[src/rtl/key_input_reader.sv]
// Pushbutton reader peripheral on an 8-bit active-low-strobe slave bus.
// Synchronises and debounces WIDTH active-low keys, latches press events
// into a write-1-to-clear edge register and raises a maskable interrupt.
//
// Ports:
//   iClk           system clock, rising edge
//   iReset_n       asynchronous active-low reset
//   iChip_select_n slave select, active-low
//   iRead_n        read strobe, active-low
//   iWrite_n       write strobe, active-low
//   iAddress       register select: 0 state, 1 edge, 2 mask, 3 zero
//   iWrite_Data    write data
//   oRead_Data     registered read data, one cycle latency
//   oIrq           registered interrupt, OR of edge & mask
//   iKey_n         raw pushbuttons, active-low, asynchronous
module key_input_reader #(
   parameter int unsigned WIDTH           = 4,
   parameter int unsigned DEBOUNCE_CYCLES = 500000,
   parameter int unsigned CNT_W           = 20
) (
   input  logic             iClk,
   input  logic             iReset_n,
   input  logic             iChip_select_n,
   input  logic             iRead_n,
   input  logic             iWrite_n,
   input  logic [1:0]       iAddress,
   input  logic [7:0]       iWrite_Data,
   output logic [7:0]       oRead_Data,
   output logic             oIrq,
   input  logic [WIDTH-1:0] iKey_n
);

   localparam logic [CNT_W-1:0] CNT_TERM  = CNT_W'(DEBOUNCE_CYCLES - 1);
   localparam logic [1:0]       ADDR_KEYS = 2'd0;
   localparam logic [1:0]       ADDR_EDGE = 2'd1;
   localparam logic [1:0]       ADDR_MASK = 2'd2;

   logic [WIDTH-1:0] sync1_q, sync2_q;
   logic [WIDTH-1:0] last_key_q, last_key_d;
   logic [WIDTH-1:0] deb_q, deb_d;
   logic [WIDTH-1:0] edge_q, edge_d;
   logic [WIDTH-1:0] mask_q, mask_d;
   logic [CNT_W-1:0] cnt_q, cnt_d;
   logic [7:0]       rdata_q, rdata_d;
   logic             irq_q, irq_d;

   logic [WIDTH-1:0] sync_key;
   logic [WIDTH-1:0] clr;
   logic             rd_en, wr_en;
   logic             unused_wdata;

   // Upper write-data bits beyond WIDTH have no destination.
   assign unused_wdata = ^iWrite_Data;

   // Two-flop synchroniser; reset value is "released".
   always_ff @(posedge iClk or negedge iReset_n) begin
      if (!iReset_n) begin
         sync1_q <= '1;
         sync2_q <= '1;
      end else begin
         sync1_q <= iKey_n;
         sync2_q <= sync1_q;
      end
   end

   assign sync_key = ~sync2_q;

   // Shared debounce counter: any change on any bit restarts the count,
   // terminal count holds and keeps loading the stable value.
   always_comb begin
      last_key_d = last_key_q;
      cnt_d      = cnt_q;
      deb_d      = deb_q;
      if (sync_key != last_key_q) begin
         last_key_d = sync_key;
         cnt_d      = '0;
      end else if (cnt_q == CNT_TERM) begin
         deb_d = last_key_q;
      end else begin
         cnt_d = cnt_q + CNT_W'(1);
      end
   end

   // Bus decode, edge capture (set beats clear), mask, irq and read mux.
   always_comb begin
      rd_en   = !iChip_select_n && !iRead_n;
      wr_en   = !iChip_select_n && !iWrite_n;
      clr     = '0;
      mask_d  = mask_q;
      rdata_d = rdata_q;
      if (wr_en && (iAddress == ADDR_EDGE)) clr    = iWrite_Data[WIDTH-1:0];
      if (wr_en && (iAddress == ADDR_MASK)) mask_d = iWrite_Data[WIDTH-1:0];
      edge_d = (edge_q & ~clr) | (deb_d & ~deb_q);
      irq_d  = |(edge_q & mask_q);
      if (rd_en) begin
         case (iAddress)
            ADDR_KEYS: rdata_d = 8'(deb_q);
            ADDR_EDGE: rdata_d = 8'(edge_q);
            ADDR_MASK: rdata_d = 8'(mask_q);
            default:   rdata_d = 8'h00;
         endcase
      end
   end

   // State registers.
   always_ff @(posedge iClk or negedge iReset_n) begin
      if (!iReset_n) begin
         last_key_q <= '0;
         cnt_q      <= '0;
         deb_q      <= '0;
         edge_q     <= '0;
         mask_q     <= '0;
         rdata_q    <= 8'h00;
         irq_q      <= 1'b0;
      end else begin
         last_key_q <= last_key_d;
         cnt_q      <= cnt_d;
         deb_q      <= deb_d;
         edge_q     <= edge_d;
         mask_q     <= mask_d;
         rdata_q    <= rdata_d;
         irq_q      <= irq_d;
      end
   end

   assign oRead_Data = rdata_q;
   assign oIrq       = irq_q;

endmodule

[config.mk]
export PLATFORM = sky130hd
export DESIGN_NAME = key_input_reader
export DESIGN_NICKNAME = d
export VERILOG_FILES = /design/src/rtl/key_input_reader.sv
export SDC_FILE = /design/constraint.sdc
export NUM_CORES = 1
export LEC_CHECK = 0
export CELL_PAD_IN_SITES_DETAIL_PLACEMENT = 1
export CELL_PAD_IN_SITES_GLOBAL_PLACEMENT = 2
export CORE_UTILIZATION = 35
export DETAILED_ROUTE_END_ITERATION = 8
export GPL_ROUTABILITY_DRIVEN = 0
export PLACE_DENSITY = 0.76
export SLEW_MARGIN = 30
export SYNTH_ARGS = -nofsm -noshare
export SYNTH_HDL_FRONTEND = slang
export SYNTH_SLANG_ARGS = --single-unit
[constraint.sdc]
create_clock -name iClk -period 2.8 [get_ports iClk]
set_clock_uncertainty 0.15 [all_clocks]
set_input_delay 0.42 -clock iClk [delete_from_list [all_inputs] [get_ports iClk]]
set_output_delay 0.42 -clock iClk [all_outputs]
set_load 0.1 [all_outputs]
==> metrics.md, run 1 <==
| Metric | Value |
|---|---|
| Count of cell types in the netlist | 42 |
| Final hold vios | 0 |
| Final setup violation count | 0 |
| Slew Limit Fails | 0 |
| Initial Util | 37.35% |
| Placeable core area | 0.006061 sq mm |
| CP Max Fanout | 7 |
| Detailed Route WL | 4.547 mm |
| Chip height | 82.42 um |
| Commonest non-fill, non-tap cell in the layout | dfrtp_1 |
| Pwr dens | 568.9 mW/mm^2 |
| Total GRT Usage | 15.69% |
| DR pass1 iterations | 4 |
| Simple-gate portion of the synthesized area | 20.51% |
| Post-route cell area | 0.002648 sq mm |
| H-tree depth | 2 |
| Main synth FF type | dfrtp_1 |
| CP Capture Type | flip-flop |
| Synth Instances | 214 |
| Initial antenna violation count | 0 |
| Largest net degree at the start of global routing | 26 |
| Area contributors post-synth | dfrtp_1 (45%), dfstp_2 (9.3%), a21oi_1 (4.0%) |
| WP data arrival | 2.23 ns |
| Crit path required time | 2.89 ns |
| Register area share after synthesis | 54.62% |
| Outcome | completed |
| Post-CTS Setup Inserts | 0 |
| Area Overhead vs Synth | 16.97% |
| Max-Cap Viols | 0 |
| FF-to-FF End | cnt_q[18] |
| Critical path class | flip-flop to flip-flop |
| Detailed-route via count | 1616 |
| Adder-cell share of the synthesized area | 0.5528% |
| Compound-Gate Fraction of Synth Area | 10.34% |
| Final worst slack | 0.6606 ns |
| Buffers on Ports | 19 |
| CTS Buffer Depth | 2 |
| Clock transition at path regs | 0.10 ns |
| Initial DRC count | 62 |
| Chip width | 82.42 um |
| Clock net sink count | 49 |
| Area share of xor/xnor cells in the synthesized design | 4.643% |
| Reg2reg setup slack | 0.66 ns |
| TritonCTS clock tree | built |
| Fraction of final layout cells sized beyond drive strength 1 | 17.08% |
| Hold crit path type | flip-flop to flip-flop |
| Total gr overflow | 0 |
| Total power draw | 1.506 mW |
| Ant diodes | 0 |
| Max-slew headroom | 60.93% |
| Row count | 28 |
| CTS hold repair buffers | 1 |
| Die area | 0.006792 sq mm |
| #FFs+latches synth | 49 |
| Clock period minus final worst setup slack | 2.139 ns |
| # IOs | 28 |
| Post-synth EDFFs | 0 |
| Clock latency on the worst-skew pair | 0.31 ns |
| Post-CTS Resized | 0 |
| Wirelength per Cell | 14.43 um |
| Proportion of synthesized area in mux cells | 5.749% |
| # nets final | 259 |
| Largest family of logic cells by synthesized area | simple AND/OR/NAND/NOR gates |
| Dpl cell area | 0.002540 sq mm |
| Critical R2R Launch | cnt_q[0] |
| Share of the synthesized area in the top cell type | 45.33% |
| HP Start | sync1_q[3] |
| Post-Place Setup Slack | 0.6605 ns |
| Worst slew pin tran | 0.5860 ns |
| Worst Hold Depth | 0 |
| CP startpoint kind | flip-flop |
| Cell Area, Synth | 0.002263 sq mm |
| Most frequent cells in the layout | dfrtp_1 (41), nand2_1 (20), nor2_1 (18), a21oi_1 (18), clkdlybuf4s50_1 (13) |
| Num CTS Buffers | 5 |
| First-pass GRT wire length | 7.948 mm |
| Vias in the first global route | 1647 |
| Syn_area_per_cell | 10.58 sq um |
| Asr flop ratio synth | 100.0% |
| Final core occ | 43.68% |
| Setup TNS | 0 ns |
| Final ANT Viol Nets | 0 |
| Peak supply drop | 399.6 uV |
| DRC | 0 |
| Leak pwr | 1.101 nW |
| R2R depth | 5 |
| Largest area contributor in the netlist | dfrtp_1 |
| Fmax | 467.4 MHz |
| Hpwl dp | 3.272 mm |
| Hold Crit Endpoint | sync2_q[3] |
| Ys Warns | 0 |
| RSZ-0062 raised after global routing | no |
| Vias per inst | 5.130 |
| Fin crit share | 76.41% |
| Clock root buffer | clkbuf_8 |
[worst max path at each step]
stage	startpoint	to	slack, ns	cells after the start
final	cnt_q[0]	cnt_q[18]	0.66	5
after global routing	sync2_q[2]	cnt_q[3]	0.53	4
after CTS	cnt_q[0]	cnt_q[18]	0.65	5
after detailed placement	iAddress[1]	mask_q[1]	0.66	4
after global placement	iAddress[1]	mask_q[1]	0.64	4
after floorplan	cnt_q[0]	cnt_q[18]	0.84	5
[synthesized netlist by cell type, types with 3 or more instances]
library cell	number
nand4_1	8
and3_1	3
a21oi_1	18
buf_4	4
and4_1	3
mux2i_1	4
clkbuf_1	5
mux2_2	8
nand2_1	20
xnor2_1	4
nor2_1	18
nand2b_1	4
inv_1	5
o21ai_0	10
nor4b_1	4
dfstp_2	8
nor3_1	3
or3_1	3
xor2_1	8
nand3_1	6
dfrtp_1	41
[cells by family (layout without fill, tap and decap cells)]
logic type	count (synthesis)	count (layout)
AND/OR/NAND/NOR	84	84
multiplexers	12	12
other	1	4
adder cells (fa/ha/maj)	1	1
flip-flops	49	49
XOR/XNOR	12	12
buffers and inverters	16	39
AO/OA/AOI/OAI	39	39
[final cells by class]
| type | count | area, sq um |
|---|---|---|
| clock buffer | 5 | 68.82 |
| inverter | 5 | 18.77 |
| timing repair buffer | 26 | 240.2 |
| sequential | 49 | 1236 |
| clock inverter | 3 | 28.78 |
| tap | 75 | 93.84 |
| multi-input combinational | 152 | 960.9 |
| fill | 712 | 3413 |
[power by group]
group          switching [mW]  internal [mW]  leakage [nW]
Combinational           0.190         0.0755         0.426
Clock                   0.264          0.187        0.0506
Sequential             0.0314          0.759         0.624
Total                   0.485           1.02          1.10
[registers in the layout, indices dropped and copies added (netlist names)]
| register | flops |
|---|---|
| cnt_q | 20 |
| mask_q | 4 |
| sync2_q | 4 |
| oRead_Data | 4 |
| sync1_q | 4 |
| oIrq | 1 |
| last_key_q | 4 |
| edge_q | 4 |
| deb_q | 4 |
[metal layers]
layer / track usage, % / vias to the layer above / wire, um
met5: 0 / - / 0
met4: 5.088 / 0 / 65
met3: 3.956 / 5 / 109
met2: 24.63 / 14 / 2095
met1: 21.10 / 794 / 2277
li1: - / 803 / -
[worst max-delay path, stage by stage, from the launching register on]
cell	delay [ns]
dfrtp_1	0.39
ha_1	0.26
nand4_4	0.17
or4_4	0.59
or3_1	0.36
a21oi_1	0.14
[through the flow]
| stage | std cells | hold WS, ns |
|---|---|---|
| 2_1_floorplan | 217 | -0.02559 |
| 3_3_place_gp | 306 | 0.1954 |
| 3_5_place_dp | 306 | 0.1975 |
| 4_1_cts | 315 | 0.2138 |
| 5_1_grt | 315 | 0.2175 |
| 6_report | 315 | 0.2114 |
(Power assumes the default switching activity.)
==> run 2, diff against run 1 <==
Settings changed: CORE_UTILIZATION 35 to 32, PLACE_DENSITY 0.76 to 0.73.
Clock period 2.8 ns to 1.75 ns, I/O delays scaled along.
==> run 2 against run 1 <==
The run now ends with negative setup slack left. Routed wire length up 12%. Critical endpoint unchanged. Combinational power grew 89%. Sequential power grew 62%. Via count rose by 9.2%.
==> metrics.md, run 2 (synthesis results as in run 1) <==
| Metric | Value |
|---|---|
| Worst setup path startpoint | cnt_q[6] |
| Total gr overflow | 0 (unchanged) |
| Worst Hold Depth | 1 (+1) |
| Area Overhead vs Synth | 39.64% |
| Fmax | 562.5 MHz (+20%) |
| Fin crit share | 101.6% (+25 points) |
| Critical R2R Launch | cnt_q[6] |
| Num CTS Buffers | 5 (unchanged) |
| Initial antenna violation count | 0 (unchanged) |
| Crit path required time | 1.85 ns (-1.04 ns) |
| Largest Register | cnt_q |
| Hpwl dp | 3.534 mm (+8.0%) |
| Clock transition at path regs | 0.10 ns (about the same) |
| First-pass GRT wire length | 9.011 mm (+13%) |
| Total power draw | 2.648 mW (+76%) |
| Finished Layout Cells | 371 (+18%) |
| Clock root buffer | clkbuf_8 |
| P_int | 1.844 mW (+81%) |
| Clock latency on the worst-skew pair | 0.31 ns (about the same) |
| Most frequent cells in the layout | dfrtp_1 (37), buf_4 (36), nand2_1 (20) |
| Comb pwr share | 19.0% (+1.4 points) |
| Outcome | finished, violations left |
| Post-route cell area | 0.003161 sq mm (+19%) |
| Max reg flops | 20 (unchanged) |
| Final ANT Viol Nets | 0 (unchanged) |
| GRT met3 Usage | 3.369% (-0.59 points) |
| H-tree depth | 2 (unchanged) |
| Placeable core area | 0.006832 sq mm (+13%) |
| Share of power burned in registers | 48.3% (-4.1 points) |
| Vias per inst | 4.757 (-7.3%) |
| # nets final | 294 (+14%) |
| FF-to-FF End | cnt_q[18] |
| CP startpoint kind | flip-flop |
| DRC | 0 (unchanged) |
| Final worst slack | -0.02771 ns (-0.6883 ns) |
| Hold crit path type | primary input to flip-flop |
| Wirelength per Cell | 13.78 um (-4.6%) |
| Placed insts | 353 (+15%) |
| Post-Place Setup Slack | -0.04469 ns (-0.7052 ns) |
| Final core occ | 46.26% (+2.6 points) |
| Dpl cell area | 0.002836 sq mm (+12%) |
| Reg2reg setup slack | -0.03 ns (-0.69 ns) |
| Critical path class | flip-flop to flip-flop |
| Final setup violation count | 4 (+4) |
| CP Max Fanout | 4 (-3) |
| Peak supply drop | 321.7 uV (-19%) |
| TritonCTS clock tree | built |
| Final hold vios | 0 (unchanged) |
| GRT met1 Usage | 20.30% (-0.80 points) |
| Detailed Route WL | 5.111 mm (+12%) |
| WHS | 0.1942 ns (-0.01726 ns) |
| CTS Buffer Depth | 2 (unchanged) |
| Total GRT Usage | 15.41% (-0.28 points) |
| Most Crowded Layer GR | met2 |
| CP Capture Type | flip-flop |
| Pwr dens | 837.8 mW/mm^2 (+47%) |
| DR pass1 iterations | 4 (unchanged) |
| Clock period minus final worst setup slack | 1.778 ns (-0.3617 ns) |
| Chip width | 86.10 um (+4.5%) |
| Clock Power Share | 32.7% (+2.7 points) |
| GR Layer Usage met2 | 25.61% (+0.99 points) |
| Clock net sink count | 49 (unchanged) |
| R2R depth | 4 (-1) |
| Switching part of the total | 30.35% (-1.8 points) |
| Initial Util | 33.13% (-4.2 points) |
| Detailed-route via count | 1765 (+9.2%) |
| Fillers | 758 (+6.5%) |
| Commonest non-fill, non-tap cell in the layout | dfrtp_1 |
| Initial DRC count | 73 (+18%) |
| Setup TNS | -0.05754 ns (-0.05754 ns) |
| Buffers on Ports | 19 (unchanged) |
| RSZ-0062 raised after global routing | yes |
| Leak pwr | 1.316 nW (+20%) |
| Max-Cap Viols | 0 (unchanged) |
| Die area | 0.007413 sq mm (+9.1%) |
| Vias in the first global route | 1842 (+12%) |
| Slew Limit Fails | 0 (unchanged) |
| Crit path to | cnt_q[18] |
| # IOs | 28 (unchanged) |
| Fraction of final layout cells sized beyond drive strength 1 | 37.09% (+20 points) |
| Row count | 30 (+7.1%) |
| Ant diodes | 0 (unchanged) |
| Largest net degree at the start of global routing | 50 (+92%) |
| WP data arrival | 1.87 ns (-0.36 ns) |
| Net load switching power | 0.8036 mW (+66%) |
| Chip height | 86.10 um (+4.5%) |
| Violated checks | negative setup slack |
[run 2: cell count changes in the layout (fill, tap and decap cells not counted), sizes merged]
cell,change
buf,+35
clkinv,-1
bufinv,+1
[run 2: power by group through the flow]
| stage | registers, mW | logic (mW) | clock network (mW) |
|---|---|---|---|
| finish | 1.28 | 0.502 | 0.865 |
| global route | 1.29 | 0.533 | 0.927 |
| CTS | 1.28 | 0.506 | 0.903 |
| detailed placement | 1.30 | 0.500 | 0 |
| global placement | 1.30 | 0.495 | 0 |
| floorplan | 1.44 | 0.143 | 0 |
[run 2: metal layers]
| metal | vias to the layer above | routed length, um |
|---|---|---|
| li1 | 866 | - |
| met5 | - | 0 |
| met4 | 0 | 64 |
| met3 | 5 | 113 |
| met1 | 875 | 2378 |
| met2 | 19 | 2555 |
[run 2: timing repair]
| action | CTS | global route |
|---|---|---|
| endpoints found under the setup margin | 7 | 14 |
| setup buffers | 4 | 5 |
| pin swaps | 2 | 10 |
| endpoints found under the hold margin | 41 | 0 |
| resized for setup | 4 | 26 |
| hold buffers | 1 | 0 |
[run 2: worst min-delay path by stage]
stage / start / endpoint
floorplan: iReset_n / cnt_q[0]
global placement: iReset_n / cnt_q[8]
detailed placement: iReset_n / cnt_q[8]
CTS: iKey_n[1] / sync1_q[1]
global route: iKey_n[1] / sync1_q[1]
finish: iKey_n[1] / sync1_q[1]
[run 2: cell type report]
class,instances,area [sq um],area share [%]
Tap cell,96,120.1,3.800
Clock buffer,5,68.82,2.177
Timing Repair Buffer,61,580.6,18.37
Inverter,5,18.77,0.5938
Clock inverter,3,47.55,1.504
Multi-Input combinational cell,152,1084,34.28
Sequential cell,49,1241,39.27
[run 2: critical path: stages (launching register included)]
cell and delay, ns:
dfrtp_1 0.44, nand3_1 0.13, or4_4 0.54, or3_4 0.34, a21oi_2 0.11
==> run 3, diff against run 2 <==
--- a/config.mk
+++ b/config.mk
@@ -7,8 +7,9 @@
 export LEC_CHECK = 0
+export ABC_AREA = 1
 export CELL_PAD_IN_SITES_DETAIL_PLACEMENT = 1
 export CELL_PAD_IN_SITES_GLOBAL_PLACEMENT = 2
-export CORE_UTILIZATION = 32
+export CORE_UTILIZATION = 29
 export DETAILED_ROUTE_END_ITERATION = 8
 export GPL_ROUTABILITY_DRIVEN = 0
-export PLACE_DENSITY = 0.73
+export PLACE_DENSITY = 0.72
 export SLEW_MARGIN = 30
@@ -17 +18,2 @@
 export SYNTH_SLANG_ARGS = --single-unit
+export TNS_END_PERCENT = 30
==> constraint.sdc (replaced) <==
create_clock -name iClk -period 1.75 [get_ports iClk]
set_clock_uncertainty 0.15 [all_clocks]
set_input_delay 0.35 -clock iClk [delete_from_list [all_inputs] [get_ports iClk]]
set_output_delay 0.35 -clock iClk [all_outputs]
set_load 0.1 [all_outputs]
==> run 3 against run 2 <==
The run now ends clean. Register-to-register slack better by 0.16 ns. Total power down 2.2%. Setup slack better by 0.16 ns. Non-clock buffer count down 31. Maximum frequency up 9.9%. Sequential power about the same. Sequential share of layout area up 2.7 points. Die area up 17%. Highest routed layer unchanged.
==> metrics.md, run 3 <==
| Metric | Value |
|---|---|
| WP data arrival | 1.72 ns (-0.15 ns) |
| Vias per inst | 4.449 (-6.5%) |
| Final ANT Viol Nets | 0 (unchanged) |
| Outcome | completed |
| Final core occ | 37.56% (-8.7 points) |
| Ant diodes | 0 (unchanged) |
| Count of cell types in the netlist | 24 (-43%) |
| Total gr overflow | 0 (unchanged) |
| TritonCTS clock tree | built |
| Clock net sink count | 49 (unchanged) |
| DRC | 0 (unchanged) |
| Area contributors post-synth | dfrtp_1 (43%), nand2_1 (13%), dfstp_2 (8.8%) |
| Area Overhead vs Synth | 22.84% |
| Most frequent cells in the layout | nand2_1 (85), nor2_1 (47), dfrtp_1 (41) |
| Total GRT Usage | 14.15% (-1.3 points) |
| H-tree depth | 2 (unchanged) |
| Clock root buffer | clkbuf_8 |
| Slew Limit Fails | 0 (unchanged) |
| #FFs+latches synth | 49 (unchanged) |
| Wirelength per Cell | 12.56 um (-8.8%) |
| CP Capture Type | flip-flop |
| Placeable core area | 0.007848 sq mm (+15%) |
| Critical path class | flip-flop to flip-flop |
| Fmax | 618.3 MHz (+9.9%) |
| Largest net degree at the start of global routing | 30 (-40%) |
| Top cells by instance count after synthesis | nand2_1 (85), nor2_1 (48), dfrtp_1 (41) |
| Max-Cap Viols | 0 (unchanged) |
| Synth Instances | 299 (+40%) |
| Hold crit path type | flip-flop to flip-flop |
| Crit path required time | 1.85 ns (about the same) |
| Largest area contributor in the netlist | dfrtp_1 |
| Max reg flops | 20 (unchanged) |
| # IOs | 28 (unchanged) |
| Commonest non-fill, non-tap cell in the layout | nand2_1 |
| Ys Warns | 0 (unchanged) |
| Initial antenna violation count | 0 (unchanged) |
| Share of the synthesized area in the top cell type | 42.75% (-2.6 points) |
| Most used standard cell by instance count after synthesis | nand2_1 |
| Clock period minus final worst setup slack | 1.617 ns (-0.1604 ns) |
| Detailed-route via count | 1931 (+9.4%) |
| Fraction of final layout cells sized beyond drive strength 1 | 14.16% (-23 points) |
| Register area share after synthesis | 51.51% (-3.1 points) |
| CP startpoint kind | flip-flop |
| Chip height | 92.97 um (+8.0%) |
| Hpwl dp | 4.231 mm (+20%) |
| Num CTS Buffers | 5 (unchanged) |
| CP Max Fanout | 4 (unchanged) |
| Total power draw | 2.591 mW (-2.2%) |
| Final setup violation count | 0 (-4) |
| Detailed Route WL | 5.451 mm (+6.7%) |
| Main synth FF type | dfrtp_1 |
| Clock transition at path regs | 0.10 ns (about the same) |
| Chip width | 92.97 um (+8.0%) |
| Vias in the first global route | 1982 (+7.6%) |
| Initial DRC count | 58 (-21%) |
| DR pass1 iterations | 4 (unchanged) |
| Post-synth EDFFs | 0 (unchanged) |
| Die area | 0.008643 sq mm (+17%) |
| Peak supply drop | 266.6 uV (-17%) |
| Row count | 32 (+6.7%) |
| CTS Buffer Depth | 2 (unchanged) |
| Asr flop ratio synth | 100.0% (unchanged) |
| Buffers on Ports | 19 (unchanged) |
| Fillers | 968 (+28%) |
| First-pass GRT wire length | 9.508 mm (+5.5%) |
| Clock latency on the worst-skew pair | 0.31 ns (about the same) |
| Initial Util | 30.58% (-2.6 points) |
| Fin crit share | 92.41% (-9.2 points) |
| WHS | 0.2112 ns (+0.01705 ns) |
| Syn_area_per_cell | 8.026 sq um (-24%) |
| Cell Area, Synth | 0.002400 sq mm (+6.0%) |
| Setup TNS | 0 ns (+0.05754 ns) |
| Leak pwr | 1.339 nW (+1.7%) |
| Pwr dens | 878.9 mW/mm^2 (+4.9%) |
| # nets final | 351 (+19%) |
| Largest Register | cnt_q |
| Final hold vios | 0 (unchanged) |
| Final worst slack | 0.1327 ns (+0.1604 ns) |
| Post-Place Setup Slack | -0.09310 ns (-0.04841 ns) |
## run 3: changes by cell type after synthesis, moves of 4 or more
| cell | change |
|---|---|
| nor2_1 | +30 |
| nor4b_1 | -4 |
| inv_1 | +31 |
| a21oi_1 | -12 |
| nor2_2 | +4 |
| nand2b_1 | -4 |
| nand3_1 | +16 |
| mux2_2 | -4 |
| mux2i_1 | -4 |
| clkbuf_1 | -5 |
| nand2_1 | +65 |
## run 3: cell families (layout without fill, tap and decap cells)
logic type / Yosys count / after routing / synth area share [%]
buf+inv: 45 / 75 / 8.394
xor+xnor: 11 / 11 / 4.014
other cells: 1 / 4 / 0.1563
flops: 49 / 49 / 51.51
fa+ha+maj: 1 / 1 / 0.5213
mux: 4 / 4 / 1.877
compound gates: 17 / 17 / 3.545
simple gates: 171 / 171 / 29.98
## run 3: power breakdown
| part | leakage, nW | internal, mW | switching, mW | total, mW |
|---|---|---|---|---|
| Clock | 0.0585 | 0.429 | 0.412 | 0.841 |
| Sequential | 0.634 | 1.21 | 0.0625 | 1.27 |
| Combinational | 0.646 | 0.173 | 0.304 | 0.477 |
## run 3: final cells by class
class / count / area, sq um / share of cell area [%]
repair buffers: 30 / 345.3 / 11.71
multi-input cells: 208 / 985.9 / 33.45
clock inverters: 3 / 43.79 / 1.486
well taps: 102 / 127.6 / 4.329
flip-flops and latches: 49 / 1236 / 41.94
inverters: 37 / 140.1 / 4.754
clock buffers: 5 / 68.82 / 2.334
## run 3: final timing paths
path                            start       endpoint  slack [ns]  cells after the start
min                        sync1_q[0]     sync2_q[0]        0.21                      0
min in group asynchronous    iReset_n  last_key_q[2]        0.32                      2
max                          cnt_q[0]      edge_q[0]        0.13                      8
max reg2reg                  cnt_q[0]      edge_q[0]        0.13                      8
max in group asynchronous    iReset_n     sync2_q[1]        0.62                      3
min reg2reg                sync1_q[0]     sync2_q[0]        0.21                      0
## run 3: per-stage QoR
| stage | cells | area (sq um) |
|---|---|---|
| floorplan | 302 | 2411 |
| global placement | 424 | 2805 |
| detailed placement | 424 | 2805 |
| CTS | 433 | 2928 |
| global route | 434 | 2948 |
| finish | 434 | 2948 |
## run 3: worst max-delay path, cell delays in order (launching register included)
cell,delay (ns)
dfrtp_1,0.40
ha_1,0.21
nand3_2,0.14
clkinv_2,0.10
nand3_2,0.09
nor2_2,0.15
buf_4,0.15
nand4_1,0.10
nand2_1,0.08
## run 3: per-layer routing
layer  global-route usage, %  up-vias  share of wire [%]  wire length (um)
met3                   2.520        6                2.7               146
met2                   22.98       24                 45              2453
met1                   19.23      924                 51              2780
li1                        -      977                  -                 -
met5                       0        -                  0                 0
met4                   4.231        0                1.3                71
## run 3: repair_timing
item | 4_1_cts | 5_1_grt
endpoints found under the setup margin | 0 | 8
resized for setup | 0 | 3
hold endpoints to repair | 3 | 0
hold buffers | 1 | 0
setup buffers | 0 | 1
